**src/rtl/game_countdown_timer.sv**
```systemverilog
// Game countdown clock: counts a BCD seconds value down to 00 at one step per
// CLOCK_FREQUENCY cycles, with start/pause, bonus time, low-time warning and expiry.
module game_countdown_timer #(
   parameter int CLOCK_FREQUENCY = 50000000,
   parameter int START_SECONDS   = 60,
   parameter int WARN_SECONDS    = 10,
   parameter int BONUS_SECONDS   = 5
) (
   input  logic       ClockIn,
   input  logic       Reset,
   input  logic       Load,
   input  logic [3:0] LoadTens,
   input  logic [3:0] LoadOnes,
   input  logic       Start,
   input  logic       Pause,
   input  logic       BonusAdd,
   output logic [3:0] OnesValue,
   output logic [3:0] TensValue,
   output logic       Running,
   output logic       Warning,
   output logic       TimeUp,
   output logic       Expired,
   output logic [1:0] DebugState
);

   // Control inputs are single-cycle pulses sampled on the rising ClockIn edge;
   // there is no back-pressure, every pulse is acted on (or ignored) in the cycle it is seen.

   localparam int DIV_W = (CLOCK_FREQUENCY > 1) ? $clog2(CLOCK_FREQUENCY) : 1;
   localparam logic [DIV_W-1:0] DIV_RELOAD = DIV_W'(CLOCK_FREQUENCY - 1);
   localparam logic [3:0] START_TENS = 4'(START_SECONDS / 10);
   localparam logic [3:0] START_ONES = 4'(START_SECONDS % 10);
   localparam logic [3:0] BONUS_TENS = 4'(BONUS_SECONDS / 10);
   localparam logic [3:0] BONUS_ONES = 4'(BONUS_SECONDS % 10);
   localparam logic [6:0] WARN_BIN   = 7'(WARN_SECONDS);

   typedef enum logic [1:0] {
      S_IDLE    = 2'd0,
      S_RUNNING = 2'd1,
      S_PAUSED  = 2'd2,
      S_EXPIRED = 2'd3
   } state_t;

   state_t           state_q, state_d;
   logic [3:0]       tens_q, tens_d;
   logic [3:0]       ones_q, ones_d;
   logic [DIV_W-1:0] div_q, div_d;
   logic             running_q, running_d;
   logic             warning_q, warning_d;
   logic             time_up_q, time_up_d;
   logic             expired_q, expired_d;

   logic             tick;
   logic [7:0]       dec_val;
   logic [7:0]       bonus_val;
   logic [6:0]       bin_d;

   function automatic logic [3:0] clamp9(input logic [3:0] d);
      clamp9 = (d > 4'd9) ? 4'd9 : d;
   endfunction

   function automatic logic [7:0] bcd_dec(input logic [7:0] v);
      if (v[3:0] == 4'd0) bcd_dec = {v[7:4] - 4'd1, 4'd9};
      else                bcd_dec = {v[7:4], v[3:0] - 4'd1};
   endfunction

   // BCD add of the bonus with decimal carry, saturating at 99.
   function automatic logic [7:0] bcd_add_sat(input logic [7:0] v);
      logic [4:0] o;
      logic [4:0] t;
      logic       c;
      o = {1'b0, v[3:0]} + {1'b0, BONUS_ONES};
      c = (o > 5'd9);
      if (c) o = o - 5'd10;
      t = {1'b0, v[7:4]} + {1'b0, BONUS_TENS} + {4'd0, c};
      if (t > 5'd9) bcd_add_sat = 8'h99;
      else          bcd_add_sat = {t[3:0], o[3:0]};
   endfunction

   assign tick      = (state_q == S_RUNNING) && (div_q == '0);
   assign dec_val   = bcd_dec({tens_q, ones_q});
   assign bonus_val = bcd_add_sat(tick ? dec_val : {tens_q, ones_q});

   always_comb begin
      state_d   = state_q;
      tens_d    = tens_q;
      ones_d    = ones_q;
      div_d     = div_q;
      time_up_d = 1'b0;
      case (state_q)
         S_IDLE: begin
            if (Load) begin
               tens_d = clamp9(LoadTens);
               ones_d = clamp9(LoadOnes);
            end else if (Start && ({tens_q, ones_q} != 8'h00)) begin
               state_d = S_RUNNING;
               div_d   = DIV_RELOAD;
            end
         end
         S_RUNNING: begin
            div_d = tick ? DIV_RELOAD : div_q - 1'b1;
            if (BonusAdd) begin
               {tens_d, ones_d} = bonus_val;
            end else if (tick) begin
               {tens_d, ones_d} = dec_val;
            end
            // A coinciding bonus always leaves time on the clock, so only a bare tick expires.
            if (tick && !BonusAdd && (dec_val == 8'h00)) begin
               state_d   = S_EXPIRED;
               time_up_d = 1'b1;
            end else if (Pause) begin
               state_d = S_PAUSED;
            end
         end
         S_PAUSED: begin
            if (BonusAdd) {tens_d, ones_d} = bonus_val;
            if (Pause) state_d = S_RUNNING;
         end
         S_EXPIRED: begin
            if (Load) begin
               tens_d  = clamp9(LoadTens);
               ones_d  = clamp9(LoadOnes);
               state_d = S_IDLE;
            end
         end
         default: state_d = S_IDLE;
      endcase

      bin_d     = 7'(tens_d) * 7'd10 + 7'(ones_d);
      running_d = (state_d == S_RUNNING);
      expired_d = (state_d == S_EXPIRED);
      warning_d = ((state_d == S_RUNNING) || (state_d == S_PAUSED)) && (bin_d <= WARN_BIN);
   end

   always_ff @(posedge ClockIn) begin
      if (Reset) begin
         state_q   <= S_IDLE;
         tens_q    <= START_TENS;
         ones_q    <= START_ONES;
         div_q     <= DIV_RELOAD;
         running_q <= 1'b0;
         warning_q <= 1'b0;
         time_up_q <= 1'b0;
         expired_q <= 1'b0;
      end else begin
         state_q   <= state_d;
         tens_q    <= tens_d;
         ones_q    <= ones_d;
         div_q     <= div_d;
         running_q <= running_d;
         warning_q <= warning_d;
         time_up_q <= time_up_d;
         expired_q <= expired_d;
      end
   end

   assign TensValue  = tens_q;
   assign OnesValue  = ones_q;
   assign Running    = running_q;
   assign Warning    = warning_q;
   assign TimeUp     = time_up_q;
   assign Expired    = expired_q;
   assign DebugState = state_q;

endmodule
```
**config.mk**
```make
export PLATFORM = sky130hd
export DESIGN_NAME = game_countdown_timer
export DESIGN_NICKNAME = d
export VERILOG_FILES = /design/src/rtl/game_countdown_timer.sv
export SDC_FILE = /design/constraint.sdc
export NUM_CORES = 1
export LEC_CHECK = 0
export ABC_AREA = 0
export ABC_CLOCK_PERIOD_IN_PS = 13850
export CAP_MARGIN = 20
export CORE_UTILIZATION = 40
export CTS_CLUSTER_DIAMETER = 200
export DETAILED_ROUTE_END_ITERATION = 6
export PLACE_DENSITY = 0.67
export SLEW_MARGIN = 10
export SYNTH_ARGS = -nofsm -noshare
export SYNTH_HDL_FRONTEND = slang
export SYNTH_SLANG_ARGS = --single-unit
```
**constraint.sdc**
```tcl
create_clock -name ClockIn -period 13.85 [get_ports ClockIn]
set_input_delay 2.77 -clock ClockIn [delete_from_list [all_inputs] [get_ports ClockIn]]
set_output_delay 2.77 -clock ClockIn [all_outputs]
set_load 0.03 [all_outputs]
```
==> run summary <==
Largest cells by area after synthesis = dfxtp_1 24%, ha_1 8.8%, nand2_1 5.9%
Pwr per Cell Area = 169.5 nW/µm²
Synthesized Nets = 471
Max Root-Sink Buffers = 2
Sw frac = 46.98%
Nets = 485
Endpoints failing hold = 0
Initial Util = 41.85%
Num CTS Buffers = 5
DP Cell Count = 541
Final core occ = 47.32%
DIE AREA = 8578 µm²
Std-Cell Rows = 32
Setup TNS = 0 ns
Slew headroom = 35.47%
Share of cells above drive strength 1 = 4.922%
Vias post-DR = 3161
CP max FO = 10
Initial DRC count = 222
Internal = 333.8 µW
Hold path cells = 2
Cell taking the most area after synthesis = dfxtp_1
Setup CP Type = reg2reg
Min cycle time layout = 6.807 ns
Cell count after synthesis = 432
Detail Placement HPWL = 6368 µm
Clock power frac = 16.5%
Port bufs = 27
Area delta synth->final = 13.07%
Final wirelength = 8428 µm
Drc violations = 0
Vias in the first global route = 2846
Post-Layout Cell Count = 549
Diode count = 0
FMAX = 0.1469 GHz
Worst Path Required = 14.03 ns
Tot Pwr = 629.5 µW
Leakage power = 0.001383 µW
R2R depth = 25
Final Skew = 0.01454 ns
Crit path launch type = register
Fin crit share = 49.15%
Worst hold path endpoint = div_q[15]$_SDFFE_PP1P_
Root Buffer = clkbuf_8
Antenna-violating nets left = 0
Num ports = 28
Largest net degree at the start of global routing = 21
Endpoint class of the critical path = register
Clk_lat worst skew = 0.31 ns
Data arrival time of the worst path = 6.98 ns
Ys async rst share = 0%
Syn avg cell area = 7.603 µm²
Vias per Instance = 5.758
Most used DFF post-synth = dfxtp_1
Maxcap violations = 0
First-pass GRT wire length = 14020 µm
Worst R2R Setup Slack = 7.04 ns
Status = complete, no violations
Hold_buf cts = 0
Peak supply drop = 0.1371 mV
Min-Delay Path Class = reg2reg
Die height = 92.62 µm
Resized Gates After CTS = 0
Worst-Margin Slew = 0.9436 ns
First-pass iteration count of the detailed router = 5
Dpl ws = 7.072 ns
Yosys top cell area share = 24.38%
Reg power frac = 24.0%
Remaining global-route overflow = 0
Mapped Area = 3284 µm²
Initial antenna violation count = 0
Combinational share of power = 59.5%
H-Tree Depth = 2
Sequential fraction of the synthesis area = 24.38%
Clock transition at path regs = 0.09 ns
Number of synthesized flops with an enable pin = 0
#FFs+latches synth = 40
Final Max Slew Viols = 0
Min-delay src = div_q[15]$_SDFFE_PP1P_
Chip width = 92.62 µm
Clk sinks = 40
Final WS setup = 7.043 ns
Worst r2r src = DebugState[0]$_SDFF_PP0_
Gp weighted congestion = 0.9142
Per-cell routed wire length = 15.35 µm
R2r endpoint = Warning$_SDFF_PP0_
Unrepaired setup endpoints after global routing = no
CTS tree = built
Yosys warnings = 0
Synth cell types = 66
Core Box Area = 7848 µm²
GRT Total Usage = 20.43%
Psw = 295.7 µW
Post-CTS Setup Inserts = 0
# setup viols final = 0
-- routing by layer --
metal  track usage (%)  wire length [µm]  part of all wire [%]
met1             28.71              4064                    48
met3             2.791               514                   6.1
met5                 0                 0                     0
met4             7.436               189                   2.2
met2             31.73              3660                    43
-- cell type report --
cell class,instances,area [µm²]
clock buffers,5,68.82
clock inverters,3,46.29
fillers,789,4134
inverters,28,105.1
multi-input cells,343,2283
flip-flops and latches,40,800.8
well taps,102,127.6
repair buffers,28,281.5
-- cell usage in the layout (no fill, tap or decap), drive strengths merged, types with 4 or more instances in the layout --
cell,Yosys,final
o31ai,6,6
nor2b,11,11
or3,5,5
nor2,37,37
nand2,52,52
a21oi,21,21
a211oi,5,5
nand3b,7,7
nor3,19,19
a22oi,6,6
clkdlybuf4s50,0,27
dfxtp,40,40
a211o,4,4
nand4,4,4
or4,5,5
o21ai,23,23
inv,28,29
ha,23,23
xor2,14,14
and3,5,5
and2,4,4
nand2b,7,7
nor4,9,9
nand3,9,9
xnor2,17,17
clkbuf,18,5
-- cell usage after synthesis, drive strengths merged (3+ instances only) --
cell type / instances
or2: 3
nor4: 9
nand4: 4
xnor2: 17
o21ai: 23
dfxtp: 40
mux2: 3
nor3: 19
xor2: 14
or3: 5
nand3b: 7
o31ai: 6
a211o: 4
a2bb2oi: 3
nand3: 9
o311ai: 3
a22oi: 6
or4: 5
ha: 23
nand2: 52
a211oi: 5
nor2: 37
and2: 4
inv: 28
nand2b: 7
buf: 3
clkbuf: 18
nor2b: 11
and3: 5
a21oi: 21
-- worst max path at each step --
stage,cells after the start,from,endpoint,slack (ns)
detailed placement,13,Load,Warning$_SDFF_PP0_,7.07
global placement,13,Load,Warning$_SDFF_PP0_,7.15
CTS,25,DebugState[0]$_SDFF_PP0_,Warning$_SDFF_PP0_,7.10
global route,25,DebugState[0]$_SDFF_PP0_,Warning$_SDFF_PP0_,6.36
floorplan,28,DebugState[0]$_SDFF_PP0_,Warning$_SDFF_PP0_,7.39
finish,25,DebugState[0]$_SDFF_PP0_,Warning$_SDFF_PP0_,7.04
-- through the flow --
step	cell area [µm²]	hold WS, ns
after floorplan	3284	0.4658
after global placement	3587	0.4757
after detailed placement	3598	0.4904
after CTS	3714	0.5055
after global routing	3714	0.5391
final	3714	0.5002
-- state kept, by name, indices dropped and copies added (netlist names) --
| register | count |
|---|---|
| div_q | 26 |
| Running | 1 |
| Expired | 1 |
| OnesValue | 4 |
| TensValue | 4 |
| Warning | 1 |
| TimeUp | 1 |
| DebugState | 2 |
-- kinds of logic (layout without fill, tap and decap cells) --
logic type / count (synthesis) / after routing / synth area share [%]
and+or+nand+nor: 185 / 185 / 29.07
muxes: 5 / 5 / 1.752
DFF: 40 / 40 / 24.38
xor gates and xnor gates: 31 / 31 / 8.267
AOI/OAI and AO/OA: 97 / 97 / 20.46
buffers and inverters: 49 / 64 / 6.095
adders and majority gates: 25 / 25 / 9.981
-- power groups by stage --
stage               clock, µW  sequential, µW  combinational, µW
detailed placement          0             153                367
floorplan                   0             162                264
global placement            0             153                362
global route              110             153                418
finish                    104             151                375
CTS                       106             150                370
-- worst max-delay path, stage by stage (launching register included) --
cell	delay, ns
dfxtp_1	0.50
ha_1	0.38
or4bb_1	0.51
or4_4	0.50
or2_1	0.35
xnor2_1	0.18
ha_1	0.26
nand2b_1	0.16
a311oi_1	0.36
a21oi_1	0.14
ha_1	0.28
ha_1	0.27
nor2b_1	0.16
nand3b_1	0.15
o211ai_1	0.13
and3_1	0.31
o21ai_1	0.12
a21oi_1	0.28
ha_1	0.19
ha_1	0.13
inv_1	0.04
fa_1	0.55
nor2b_1	0.08
xnor2_1	0.16
a2111oi_0	0.39
nor3_1	0.12
Power figures use the tool's default switching activity.
